--- config.mk ---
export PLATFORM = sky130hd
export DESIGN_NAME = guess_scorer
export DESIGN_NICKNAME = d
export VERILOG_FILES = /design/src/rtl/guess_scorer.sv
export SDC_FILE = /design/constraint.sdc
export NUM_CORES = 1
export LEC_CHECK = 0
export ABC_CLOCK_PERIOD_IN_PS = 3250
export BUFFER_PORTS_ARGS = -buffer_cell sky130_fd_sc_hd__buf_2
export CAP_MARGIN = 30
export CORE_UTILIZATION = 35
export CTS_BUF_LIST = sky130_fd_sc_hd__clkbuf_2 sky130_fd_sc_hd__clkbuf_4 sky130_fd_sc_hd__clkbuf_8
export CTS_CLUSTER_SIZE = 14
export DETAILED_ROUTE_END_ITERATION = 10
export PLACE_DENSITY = 0.63
export SLEW_MARGIN = 15
export SYNTH_ARGS = -nofsm -noshare
export SYNTH_HDL_FRONTEND = slang
export SYNTH_SLANG_ARGS = --single-unit
--- constraint.sdc ---
create_clock -name clock -period 3.25 [get_ports clock]
set_clock_uncertainty 0.15 [all_clocks]
set_input_delay 0.8125 -clock clock [delete_from_list [all_inputs] [get_ports clock]]
set_output_delay 0.8125 -clock clock [all_outputs]
set_load 0.05 [all_outputs]
--- src/rtl/guess_scorer.sv ---
// Bulls-and-cows scorer: registers a BCD secret and guess, validates the guess,
// then walks all 16 digit pairs to count exact (bulls) and misplaced (cows) matches.
module guess_scorer #(
  parameter int N_DIGITS = 4,
  parameter int DIGIT_W  = 4
) (
  input  logic                          clock,
  input  logic                          reset,
  input  logic                          start,
  input  logic [N_DIGITS*DIGIT_W-1:0]   secret,
  input  logic [N_DIGITS*DIGIT_W-1:0]   guess,
  output logic                          busy,
  output logic                          done,
  output logic [2:0]                    bulls,
  output logic [2:0]                    cows,
  output logic                          win,
  output logic                          invalid
);

  localparam int CODE_W = N_DIGITS * DIGIT_W;

  typedef enum logic [1:0] {
    IDLE    = 2'd0,
    CHECK   = 2'd1,
    COMPARE = 2'd2,
    DONE    = 2'd3
  } state_t;

  state_t                    state;
  logic        [3:0]         k;
  logic        [2:0]         bull_acc;
  logic        [2:0]         cow_acc;
  logic        [CODE_W-1:0]  secret_p0;
  logic        [CODE_W-1:0]  guess_p0;

  logic        [DIGIT_W-1:0] guess_digit;
  logic        [DIGIT_W-1:0] secret_digit;
  logic                      is_bull;
  logic                      is_cow;
  logic        [2:0]         bull_next;
  logic        [2:0]         cow_next;
  logic                      guess_ok;

  function automatic logic [DIGIT_W-1:0] digit_at(input logic [CODE_W-1:0] code,
                                                  input logic [1:0]        idx);
    return code[int'(idx)*DIGIT_W +: DIGIT_W];
  endfunction

  // A guess is usable only if every digit is BCD and no digit repeats.
  function automatic logic code_valid(input logic [CODE_W-1:0] code);
    logic ok;
    ok = 1'b1;
    for (int i = 0; i < N_DIGITS; i++) begin
      if (code[i*DIGIT_W +: DIGIT_W] > DIGIT_W'(9)) ok = 1'b0;
      for (int j = i + 1; j < N_DIGITS; j++) begin
        if (code[i*DIGIT_W +: DIGIT_W] == code[j*DIGIT_W +: DIGIT_W]) ok = 1'b0;
      end
    end
    return ok;
  endfunction

  always_comb begin
    guess_digit  = digit_at(guess_p0, k[3:2]);
    secret_digit = digit_at(secret_p0, k[1:0]);
    is_bull      = 1'b0;
    is_cow       = 1'b0;
    if (guess_digit == secret_digit) begin
      if (k[3:2] == k[1:0]) is_bull = 1'b1;
      else                  is_cow  = 1'b1;
    end
    bull_next = bull_acc + (is_bull ? 3'd1 : 3'd0);
    cow_next  = cow_acc  + (is_cow  ? 3'd1 : 3'd0);
    guess_ok  = code_valid(guess_p0);
  end

  // Operand capture: only in IDLE, so inputs are never re-sampled while busy.
  always_ff @(posedge clock) begin
    if (state == IDLE && start) begin
      secret_p0 <= secret;
      guess_p0  <= guess;
    end
  end

  always_ff @(posedge clock or negedge reset) begin
    if (!reset) begin
      state    <= IDLE;
      k        <= 4'd0;
      bull_acc <= 3'd0;
      cow_acc  <= 3'd0;
      busy     <= 1'b0;
      done     <= 1'b0;
      bulls    <= 3'd0;
      cows     <= 3'd0;
      win      <= 1'b0;
      invalid  <= 1'b0;
    end else begin
      done <= 1'b0;
      case (state)
        IDLE: begin
          if (start) begin
            k        <= 4'd0;
            bull_acc <= 3'd0;
            cow_acc  <= 3'd0;
            busy     <= 1'b1;
            state    <= CHECK;
          end
        end
        CHECK: begin
          if (!guess_ok) begin
            bulls   <= 3'd0;
            cows    <= 3'd0;
            win     <= 1'b0;
            invalid <= 1'b1;
            busy    <= 1'b0;
            done    <= 1'b1;
            state   <= DONE;
          end else begin
            state <= COMPARE;
          end
        end
        COMPARE: begin
          bull_acc <= bull_next;
          cow_acc  <= cow_next;
          // Last pair publishes directly, including its own match.
          if (k == 4'd15) begin
            bulls   <= bull_next;
            cows    <= cow_next;
            win     <= (bull_next == 3'd4);
            invalid <= 1'b0;
            busy    <= 1'b0;
            done    <= 1'b1;
            state   <= DONE;
          end else begin
            k <= k + 4'd1;
          end
        end
        DONE: begin
          state <= IDLE;
        end
        default: begin
          state <= IDLE;
          busy  <= 1'b0;
        end
      endcase
    end
  end

endmodule

==> metrics <==
status finished, final reports clean; register area share after synthesis 55.6%; synthesized area 0.00272 sq mm; Initial Utilization 36.9%; P_sw 0.860 mW; final WL 4850 um; Core Util, Final 42.5%; RePlAce Congestion 0.761; Die H 90.2 um; total power 2.30 mW; worst skew pair latency 310 ps; CP Capture Type flip-flop; WP buf/inv 0; register area 0.00151 sq mm; Most Frequent Cell on Critical Path ha_1; Pwr Density 733 mW/mm^2; drc violations 0; Slew Limit Fails 0; Synth Area per Inst 13.2 sq um; total number of vias 1706; WP data arrival 3000 ps; DR pass1 iterations 4; Post-Syn Instances 206; Routed Antenna Nets 0; # diodes 0; # IOs 45; Synth Warn # 0; Clock H-tree levels 2; internal power 1.44 mW; Via density 4.86; hpwl dp 3540 um; crit-path leading delay family multiplexers; die width 90.2 um; WL/cell 13.8 um; worst hold path class in2async; peak supply drop 0.000377 V; ys flop type edfxtp_1; crit share post-route 89.1%; setup bufs post-CTS 0; clock power share 16.7%; initial antenna violation count 0; crit-path max cell delay 600 ps; worst-margin pin slew 715 ps; cell leakage power 1.28 nW; Max Cap Viol 0; ys async rst share 40.7%; Layout area overhead 15.3%; I/O Buffers 44; RSZ-0062 raised after global routing false; GRT Overall Usage 13.1%; Final Hold Fails 0; Sink Count 54; share of cells above drive strength 1 26.2%; Area after DPL 0.00304 sq mm; slew margin rel. 52.0%; Post-synth EDFFs 32; Worst-path clk slew 100 ps; CP Cell Sequence mux4_1 > xnor2_1 > nand4_1 > nor3_1 > ha_1 > ha_1 > nor2b_1 > o21a_1 > nor3b_1 > mux2_4; final instance area 0.00314 sq mm; CTS root buf clkbuf_8; CP max stage cell mux4_1; crit-path max FO 11; setup TNS 0 ps; DRT iter0 DRCs 65; core area 0.00737 sq mm; WP data required 3360 ps; cts hold-fix bufs 0; # nets final 296; minimum hold slack 315 ps; fmax 345 MHz; final setup fails 0; first-pass GRT wire length 8490 um; synthesized net count 251; TritonCTS clock tree yes; Comb pwr share 38.4%; fin crit period 2900 ps; vias in the first global route 1808; Sw Ratio 37.4%; Resize count post-CTS 0; nature of the critical path startpoint flip-flop; CTS Buffer Depth 2; full die area 0.00813 sq mm; fillers 713; WS Path Type reg2reg; pin count of the biggest net entering global routing 33; Synth Register Bits 54; total global routing overflow 0; CTS buffer count 5; distinct cell type count after synthesis 36; area of the multi-input gates 0.00113 sq mm; Sequential Power Share 44.9%; Core Rows 31
==> registers in the layout (all words and copies together) (netlist names), 2 cells and up <==
name and count:
k 4, bull_acc 3, bulls 3, state 2, guess_p0 16, cow_acc 3
cows 3, secret_p0 16
==> worst register-to-register path, cell delays in order, from the launching register on <==
cell,delay (ps)
dfrtp_2,500
mux4_1,600
xnor2_1,170
nand4_1,150
nor3_1,210
ha_1,170
ha_1,150
nor2b_1,220
o21a_1,170
nor3b_1,190
mux2_4,170
==> power groups by stage <==
stage / Clock (mW) / Sequential [mW] / Combinational [mW]
after global routing: 0.423 / 1.06 / 0.981
after floorplan: 0 / 1.04 / 0.718
after detailed placement: 0 / 1.05 / 0.891
final: 0.384 / 1.03 / 0.884
after CTS: 0.395 / 1.03 / 0.897
after global placement: 0 / 1.04 / 0.875
==> final timing paths <==
path                                               from                       to  slack (ps)  depth (start not counted)
worst max register to register         k[2]$_DFFE_PN0P_          win$_DFFE_PN0P_         350                         10
worst max-delay path                   k[2]$_DFFE_PN0P_          win$_DFFE_PN0P_         350                         10
worst min register to register  bull_acc[1]$_DFFE_PN0P_  bull_acc[1]$_DFFE_PN0P_         370                          1
worst min-delay path                              reset     bulls[1]$_DFFE_PN0P_         310                          1
min in group clock              bull_acc[1]$_DFFE_PN0P_  bull_acc[1]$_DFFE_PN0P_         370                          1
max in group asynchronous                         reset         k[2]$_DFFE_PN0P_        2260                          1
==> layer usage <==
| metal | vias to the layer above | share of wire [%] | global-route usage, % |
|---|---|---|---|
| li1 | 843 | - | - |
| met1 | 809 | 47 | 17.1 |
| met2 | 47 | 48 | 21.6 |
| met3 | 7 | 4.2 | 2.79 |
| met4 | 0 | 1.2 | 4.44 |
| met5 | - | 0 | 0 |
==> layout by cell type, fill, tap and decap left out, types with 3 or more instances in the layout <==
cell / instances
buf_2: 44
edfxtp_1: 32
dfrtp_1: 20
xnor2_1: 16
xor2_1: 15
o21ai_0: 14
nand2_1: 12
inv_1: 10
ha_1: 10
mux2i_1: 7
nand4_1: 6
mux4_2: 6
a21oi_1: 6
a22o_1: 6
clkbuf_8: 5
nand3_1: 4
nor2_1: 4
nor2b_1: 4
nor4_1: 3
nor3_1: 3
clkinv_4: 3
==> cell type report <==
class	count	share of cell area, %
Multi-Input combinational cell	134	36.0
Sequential cell	54	48.3
Timing Repair Buffer	46	7.50
Tap cell	99	3.95
Clock inverter	3	0.838
Inverter	10	1.20
Clock buffer	5	2.19
==> synth_stat cells (6+ instances only) <==
master	instances	area, sq um
nand2_1	12	45.0
mux2i_1	7	70.1
o21ai_0	14	70.1
dfrtp_1	22	551
nand4_1	6	37.5
a21oi_1	6	30.0
xor2_1	15	131
clkbuf_1	6	22.5
ha_1	10	125
inv_1	10	37.5
edfxtp_1	32	961
xnor2_1	16	140
a22o_1	6	52.6
mux4_2	6	135
==> through the flow <==
step,setup slack [ps],cells
finish,355,351
global placement,286,343
detailed placement,235,343
floorplan,337,206
CTS,198,351
global route,111,351
==> kinds of logic (layout without fill, tap and decap cells) <==
family / after synthesis / after routing / synth area share [%]
mux: 17 / 17 / 10.6
flops: 54 / 54 / 55.6
xor+xnor: 31 / 31 / 9.98
buf+inv: 18 / 64 / 2.90
fa+ha+maj: 10 / 10 / 4.60
simple gates: 42 / 42 / 8.10
compound gates: 34 / 34 / 8.28
(Power assumes the default switching activity.)
